--- config.mk ---
export PLATFORM = sky130hd
export DESIGN_NAME = ov5640_init_sequencer
export DESIGN_NICKNAME = d
export VERILOG_FILES = /design/src/rtl/ov5640_init_sequencer.sv
export SDC_FILE = /design/constraint.sdc
export NUM_CORES = 1
export LEC_CHECK = 0
export ABC_AREA = 0
export CAP_MARGIN = 20
export CORE_MARGIN = 1.5
export CORE_UTILIZATION = 40
export CTS_CLUSTER_SIZE = 20
export DETAILED_ROUTE_END_ITERATION = 10
export HOLD_SLACK_MARGIN = 0.05
export SLEW_MARGIN = 20
export SYNTH_ARGS = -nofsm -noshare
export SYNTH_HDL_FRONTEND = slang
export SYNTH_SLANG_ARGS = --single-unit
export TNS_END_PERCENT = 10
--- constraint.sdc ---
create_clock -name clk -period 5.5 [get_ports clk]
set_input_delay 0.55 -clock clk [delete_from_list [all_inputs] [get_ports clk]]
set_output_delay 0.55 -clock clk [all_outputs]
set_load 0.1 [all_outputs]
--- src/rtl/ov5640_init_sequencer.sv ---
// ov5640_init_sequencer: streams the init ROM to the SCCB write master, with post-reset settle delay and NACK retry
module ov5640_init_sequencer #(
  parameter int ADDR_WIDTH   = 8,
  parameter int DATA_WIDTH   = 24,
  parameter int REG_NUM      = 250,
  parameter int RESET_IDX    = 1,
  parameter int DELAY_CYCLES = 250000,
  parameter int MAX_RETRY    = 3
) (
  input  logic                  clk,
  input  logic                  reset,
  input  logic                  start,
  output logic [ADDR_WIDTH-1:0] rom_addr,
  input  logic [DATA_WIDTH-1:0] rom_q,
  output logic                  wr_req,
  output logic [15:0]           wr_addr,
  output logic [7:0]            wr_data,
  input  logic                  wr_done,
  input  logic                  wr_nack,
  output logic                  busy,
  output logic                  init_done,
  output logic                  init_err
);
  localparam int CW = DELAY_CYCLES > 0 ? $clog2(DELAY_CYCLES + 1) : 1;
  localparam int RW = MAX_RETRY > 0 ? $clog2(MAX_RETRY + 1) : 1;
  localparam logic [ADDR_WIDTH-1:0] LAST = ADDR_WIDTH'(REG_NUM - 1);
  localparam logic [ADDR_WIDTH-1:0] RST_I = ADDR_WIDTH'(RESET_IDX);
  localparam logic [CW-1:0] CNT_END = CW'(DELAY_CYCLES > 0 ? DELAY_CYCLES - 1 : 0);
  localparam logic [RW-1:0] RMAX = RW'(MAX_RETRY);
  typedef enum logic [2:0] {IDLE, FETCH, LATCH, REQ, DELAY, DONE, ERR} state_t;
  state_t state;
  logic [ADDR_WIDTH-1:0] idx;
  logic [RW-1:0] retry;
  logic [CW-1:0] cnt;
  logic hold;
  always_ff @(posedge clk) begin
    if (reset) begin
      state <= IDLE;
      rom_addr <= '0;
      wr_req <= 1'b0;
      wr_addr <= '0;
      wr_data <= '0;
      busy <= 1'b0;
      init_done <= 1'b0;
      init_err <= 1'b0;
      idx <= '0;
      retry <= '0;
      cnt <= '0;
      hold <= 1'b0;
    end else begin
      case (state)
        IDLE, DONE, ERR: if (start) begin
          state <= FETCH;
          idx <= '0;
          busy <= 1'b1;
          init_done <= 1'b0;
          init_err <= 1'b0;
        end
        FETCH: begin
          rom_addr <= idx;
          hold <= 1'b0;
          state <= LATCH;
        end
        // rom_addr leaves FETCH registered, so the ROM word is only valid on the second LATCH cycle
        LATCH: begin
          hold <= 1'b1;
          if (hold) begin
            wr_addr <= rom_q[23:8];
            wr_data <= rom_q[7:0];
            retry <= '0;
            wr_req <= 1'b1;
            state <= REQ;
          end
        end
        REQ: if (!wr_req) wr_req <= 1'b1;
        else if (wr_done) begin
          wr_req <= 1'b0;
          if (!wr_nack) begin
            if (idx == LAST) begin
              state <= DONE;
              busy <= 1'b0;
              init_done <= 1'b1;
            end else if (idx == RST_I && DELAY_CYCLES != 0) begin
              cnt <= '0;
              state <= DELAY;
            end else begin
              idx <= idx + 1'b1;
              state <= FETCH;
            end
          end else if (retry < RMAX) retry <= retry + 1'b1;
          else begin
            state <= ERR;
            busy <= 1'b0;
            init_err <= 1'b1;
          end
        end
        DELAY: if (cnt == CNT_END) begin
          idx <= idx + 1'b1;
          state <= FETCH;
        end else cnt <= cnt + 1'b1;
        default: state <= IDLE;
      endcase
    end
  end
endmodule

==> qor_table.md, run 1 <==
| Metric | This run | Unit |
| --- | --- | --- |
| Power dissipated by switching net loads | 0.4726 | mW |
| Share of synthesized flip-flops with an asynchronous set or reset | 0 | % |
| Net count after synthesis | 444 | - |
| Total wirelength of the detailed-routed design | 8.472 | mm |
| Die width | 95.26 | microns |
| Register area share after synthesis | 39.99 | % |
| Required time of the critical path | 5.75 | ns |
| Post-synthesis adder-cell area fraction | 2.058 | % |
| Number of unique standard cell types used by synthesis | 62 | - |
| Floorplan row count | 33 | - |
| Setup TNS Final | 0 | ns |
| Highest-count cells in the layout ignoring fill and taps | nand2_1 (80), dfxtp_1 (68), clkdlybuf4s50_1 (63), a21oi_1 (48), nor2_1 (29) | - |
| Post-cts gate resize count | 0 | - |
| Total number of yosys warnings | 0 | - |
| Layout cell share with drive strength beyond 1 | 8.351 | % |
| Signal arrival time at the worst endpoint | 3.05 | ns |
| Max Fclk | 356.7 | MHz |
| Total number of vias | 3,144 | - |
| Most used DFF post-synth | dfxtp_1 | - |
| Design internal power | 0.9474 | mW |
| DRC violation total after the first TritonRoute iteration | 143 | - |
| Area enclosed by the die boundary | 9074 | sq um |
| Setup crit end kind | flip-flop | - |
| Insertion delay to the later sink of the worst-skew pair | 0.34 | ns |
| Layout area overhead | 26.13 | % |
| Hold Path Class | flip-flop to flip-flop | - |
| Cell taking the most area after synthesis | dfxtp_1 | - |
| Root buffer cell | clkbuf_8 | - |
| Initial standard-cell utilization of the core | 41.43 | % |
| Fraction of power consumed by the clock network | 36.1 | % |
| Shortest clock period the worst path allows after layout | 2.803 | ns |
| Number of vias per cell | 5.497 | - |
| Kind of start point of the critical path | flip-flop | - |
| Number of antenna-violating nets in the routed design | 0 | - |
| Sw frac | 33.28 | % |
| Main area contributors after synthesis | dfxtp_1 (40%), nand2_1 (8.8%), a21oi_1 (7.1%) | - |
| Tightest Pin Transition | 0.9892 | ns |
| Number of buffers inserted for hold repair after clock tree synthesis | 0 | - |
| Area occupied by multi-input gates | 1869 | sq um |
| Leading cell type in the layout, fill and taps excluded | nand2_1 | - |
| Crit Path Category | flip-flop to flip-flop | - |
| Io pins | 65 | - |
| Antenna diode instance count | 0 | - |
| Clock-pin slew on the worst setup and hold paths | 0.08 | ns |
| Multiplexer area fraction after synthesis | 2.646 | % |
| TritonCTS buffer count | 9 | - |
| Nets | 496 | - |
| Post-detailed-placement half-perimeter wirelength | 5.731 | mm |
| Area share of xor/xnor cells in the synthesized design | 0 | % |
| Post-synth design cell area | 3405 | sq um |
| Number of setup buffers added after CTS | 0 | - |
| Number of max-slew violations in the final report | 0 | - |
| Filler instances | 820 | - |
| Wire length of the first global-routing pass | 13.71 | mm |
| Post-synthesis register bit count | 68 | - |
| Largest net degree at the start of global routing | 68 | - |
| Per-cell routed wire length | 14.81 | microns |
| Simple-Gate Fraction of Synth Area | 24.04 | % |
| Sequential share of power | 38.9 | % |
| RePlAce Congestion | 0.8717 | - |
| H-Tree Level Count | 3 | - |
| Hold Slack | 0.4568 | ns |
| # Max-Cap Violations | 0 | - |
| Combinational family with the most area after synthesis | compound AO/OA/AOI/OAI gates | - |
| Final setup viols | 0 | - |
| Library cell contributing the largest single delay on the critical path | o21ai_1 | - |
| Maximum VDD drop | 164.3 | uV |
| Vias in the first global route | 2,859 | - |
| RSZ-0062 raised after global routing | false | - |
| Die height | 95.26 | microns |
| TritonCTS Sinks | 68 | - |
| Input/output buffers | 64 | - |
| GR Overflow Total | 0 | - |
| Gate count after technology mapping | 410 | - |
| Flip-flop and latch area | 1361 | sq um |
| Area fraction of the dominant cell type after synthesis | 39.99 | % |
| Number of antenna violations at the first check in global routing | 0 | - |
| Run status | finished clean | - |
| Biggest cell delay along the critical path | 0.60 | ns |
| Overall track demand over capacity in global routing | 19.28 | % |
| Number of iterations in the first detailed-routing pass | 4 | - |
| Slew margin rel. | 33.84 | % |
| Fraction of the mapped netlist area in compound gates | 26.17 | % |
| Mean instance size in the synthesized netlist | 8.304 | sq um |
| Layout Skew | 0.008491 | ns |
| Chain of cells forming the critical path | ha_1 -> nand3_2 -> or3_1 -> o21ai_1 -> nand2_1 -> a311oi_1 | - |
| Crit Path Max Fanout | 11 | - |
| Power density of the placed cells | 330.7 | nW/um^2 |
| Number of flops mapped to enable cells by yosys | 0 | - |
| Combinational share of power | 25.0 | % |
| Final period utilization | 50.97 | % |
| Buffers from clock root to sink, at most | 2 | - |
| TritonCTS clock tree | yes | - |
| Area of the core | 8217 | sq um |
| Drc violations | 0 | - |
| Leakage power figure | 1.388 | nW |
| Final Hold Viols | 0 | - |
-- layer usage --
layer  wire length, microns  global-route usage, %  share of wire [%]  vias up
li1                       -                      -                  -     1603
met1                   4168                  26.98                 49     1437
met2                   3653                  28.96                 43       93
met3                    530                  3.907                6.3       11
met4                    119                  7.338                1.4        0
met5                      0                      0                  0        -
-- power groups by stage --
| stage | clock network [mW] | logic [mW] | registers, mW |
|---|---|---|---|
| 2_1_floorplan | 0 | 0.242 | 0.605 |
| 5_1_grt | 0.544 | 0.386 | 0.558 |
| 4_1_cts | 0.523 | 0.355 | 0.551 |
| 3_3_place_gp | 0 | 0.355 | 0.562 |
| 6_report | 0.513 | 0.355 | 0.552 |
| 3_5_place_dp | 0 | 0.354 | 0.564 |
-- registers in the layout (all words and copies together) (netlist names) --
| name | flops |
|---|---|
| init_err | 1 |
| hold | 1 |
| busy | 1 |
| cnt | 18 |
| state | 3 |
| wr_req | 1 |
| init_done | 1 |
| wr_addr | 16 |
| rom_addr | 8 |
| wr_data | 8 |
| idx | 8 |
| retry | 2 |
-- synthesized netlist by cell type (2+ instances only) --
cell and count:
mux2i_1 9, o31ai_1 3, nand4_1 4, buf_6 5
ha_1 4, o21bai_1 2, a311oi_1 3, a21oi_1 48
nor2_1 29, a41oi_1 5, and3_1 4, o32ai_1 6
nor3_1 11, or3_1 2, nand2b_1 4, a31o_2 2
nor3b_1 2, nand2_1 80, clkbuf_1 12, buf_2 7
nor2b_1 2, and3b_1 2, a211oi_1 6, o21ai_0 11
o21ai_1 2, nand3_1 16, a311oi_2 8, inv_1 8
a31oi_1 8, dfxtp_1 68, nor4_1 2, o21a_1 4
a21o_1 2
-- critical path: cells and delay by family (launching register included) --
family	cells	cell delay [ns]
AOI/OAI and AO/OA	2	1.01
and+or+nand+nor	3	1.08
adders and majority gates	1	0.25
DFF	1	0.38
-- metrics by stage --
stage               area, sq um  total power, mW  cells  worst slack [ns]  util (%)
global route               4294            1.489    572             2.459     52.26
detailed placement         4046           0.9173    556             2.714     49.25
global placement           4046           0.9165    556             2.856     49.25
floorplan                  3405           0.8471    410             3.352         -
finish                     4294            1.420    572             2.697     52.26
CTS                        4294            1.430    572             2.689     52.26
-- layout make-up --
class | count | share of cell area, %
Multi-Input combinational cell | 308 | 43.53
Sequential cell | 68 | 31.70
Timing Repair Buffer | 66 | 15.15
Tap cell | 105 | 3.059
Clock buffer | 9 | 2.885
Clock inverter | 7 | 2.885
Inverter | 9 | 0.7867
-- worst paths after layout --
kind         slack, ns  startpoint  cells after the start          to
max               2.70      cnt[0]                      6      cnt[4]
min reg2reg       0.46  wr_data[7]                      2  wr_data[7]
max reg2reg       2.70      cnt[0]                      6      cnt[4]
min               0.46  wr_data[7]                      2  wr_data[7]
-- logic make-up (layout without fill, tap and decap cells) --
group	after synthesis	after routing
AOI/OAI and AO/OA	124	124
adders and majority gates	5	5
buffers and inverters	34	91
DFF	68	68
muxes	9	9
and+or+nand+nor	170	170
No activity file was read; power rests on OpenSTA's default activity.
==> inputs of run 2 (changes only) <==
clock period = 2.88 ns   (was 5.5 ns; I/O delays follow)
==> qor_table.md, run 2 (synthesis gave the netlist of run 1 again) <==
| Metric | This run | Unit |
| --- | --- | --- |
| Setup crit end kind | flip-flop | - |
| Post-detailed-placement half-perimeter wirelength | 5.854 | mm |
| Chain of cells forming the critical path | nand3b_4 -> nor3_1 -> nand2_1 -> nand2_1 -> a311oi_2 | - |
| Crit Path Max Fanout | 13 | - |
| Critical Path Source | state[1] | - |
| DRC violation total after the first TritonRoute iteration | 140 | - |
| Most used cell, CP | nand2_1 | - |
| Layout cell share with drive strength beyond 1 | 17.12 | % |
| Total wirelength of the detailed-routed design | 8.656 | mm |
| Kind of start point of the critical path | flip-flop | - |
| Signal arrival time at the worst endpoint | 2.53 | ns |
| Input/output buffers | 64 | - |
| Register with the highest flop count | cnt | - |
| Leading registers by flop count | cnt x18, wr_addr x16 | - |
| Buffers from clock root to sink, at most | 2 | - |
| Vias in the first global route | 2,875 | - |
| Number of max-slew violations in the final report | 0 | - |
| Insertion delay to the later sink of the worst-skew pair | 0.36 | ns |
| Number of vias per cell | 5.543 | - |
| Required time of the critical path | 3.10 | ns |
| Min setup slack post-route | 0.5691 | ns |
| Total number of vias | 3,204 | - |
| Filler instances | 769 | - |
| Antenna diode instance count | 0 | - |
| Final period utilization | 80.24 | % |
| Nets | 502 | - |
| Post-cts gate resize count | 0 | - |
| Leakage power figure | 1.491 | nW |
| # Max-Cap Violations | 0 | - |
| Io pins | 65 | - |
| Final core occ | 51.71 | % |
| Biggest cell delay along the critical path | 0.62 | ns |
| Overall track demand over capacity in global routing | 19.77 | % |
| Die width | 95.26 | microns |
| Final setup viols | 0 | - |
| H-Tree Level Count | 3 | - |
| Run status | finished clean | - |
| Final Hold Viols | 0 | - |
| TritonCTS Sinks | 68 | - |
| Drc violations | 0 | - |
| Tightest Pin Transition | 0.6292 | ns |
| Slew margin rel. | 57.87 | % |
| TritonCTS clock tree | yes | - |
| Hold Path Class | primary input to flip-flop | - |
| Root buffer cell | clkbuf_8 | - |
| RSZ-0062 raised after global routing | false | - |
| Area of the core | 8217 | sq um |
| Largest net degree at the start of global routing | 48 | - |
| RePlAce Congestion | 0.8099 | - |
| Number of antenna violations at the first check in global routing | 0 | - |
| Number of flip-flops under the largest register name | 18 | - |
| Layout Skew | 0.007676 | ns |
| Setup TNS Final | 0 | ns |
| Area enclosed by the die boundary | 9074 | sq um |
| Floorplan row count | 33 | - |
| Worst Setup Slack post-DPL | 0.4832 | ns |
| Number of antenna-violating nets in the routed design | 0 | - |
| Number of buffers inserted for hold repair after clock tree synthesis | 0 | - |
| R2R Path Start | state[1] | - |
| Highest-count cells in the layout ignoring fill and taps | nand2_1 (80), dfxtp_1 (68), a21oi_1 (48), buf_4 (44), nor2_1 (29) | - |
| Cell Area, Placed | 4001 | sq um |
| Number of iterations in the first detailed-routing pass | 4 | - |
| Final standard cell area without fillers | 4249 | sq um |
| Crit Path Category | flip-flop to flip-flop | - |
| Maximum VDD drop | 319.5 | uV |
| Shortest clock period the worst path allows after layout | 2.311 | ns |
| TritonCTS buffer count | 9 | - |
| Hold Crit Start | reset | - |
| Initial standard-cell utilization of the core | 41.43 | % |
| GR Overflow Total | 0 | - |
| Die height | 95.26 | microns |
| Max Fclk | 432.7 | MHz |
| Number of setup buffers added after CTS | 0 | - |
| Power density of the placed cells | 643.3 | nW/um^2 |
| Library cell contributing the largest single delay on the critical path | dfxtp_1 | - |
| Layout area overhead | 24.81 | % |
| Clock-pin slew on the worst setup and hold paths | 0.08 | ns |
| Wire length of the first global-routing pass | 13.99 | mm |
| Leading cell type in the layout, fill and taps excluded | nand2_1 | - |
| Per-cell routed wire length | 14.98 | microns |
==> run 2: power by group <==
part           switching [mW]  internal, mW
clock                   0.407         0.581
combinational           0.460         0.258
sequential             0.0513         0.977
==> run 2: stage by stage <==
stage	hold slack (ns)	power [mW]	instances
floorplan	0.4240	1.618	410
global placement	0.4420	1.760	562
detailed placement	0.4494	1.764	562
CTS	0.3896	2.757	578
global route	0.4243	2.870	578
finish	0.3942	2.734	578
==> run 2: per-layer routing <==
metal / GRT usage, % / share of wire (%) / vias up
met5: 0 / 0 / -
met4: 8.333 / 1.5 / 0
met3: 4.785 / 6.4 / 14
met2: 29.79 / 44 / 99
met1: 26.81 / 48 / 1478
li1: - / - / 1613
==> run 2: critical path, delay by kind of cell (launching register included) <==
family | cells | cell delay [ns]
compound gates | 1 | 0.19
simple gates | 4 | 1.35
flops | 1 | 0.62
==> run 2: final timing paths <==
check	end	slack, ns	cells past startpoint
min reg2reg	wr_addr[10]	0.46	2
max reg2reg	cnt[13]	0.57	5
min	cnt[1]	0.39	2
max	cnt[13]	0.57	5
==> run 2: final cells by class <==
cell class | instances | area (sq um) | area share, %
Multi-Input combinational cell | 308 | 1869 | 43.99
Clock inverter | 7 | 123.9 | 2.915
Inverter | 9 | 33.78 | 0.7951
Tap cell | 105 | 131.4 | 3.092
Clock buffer | 9 | 123.9 | 2.915
Timing Repair Buffer | 72 | 605.6 | 14.25
Sequential cell | 68 | 1361 | 32.04
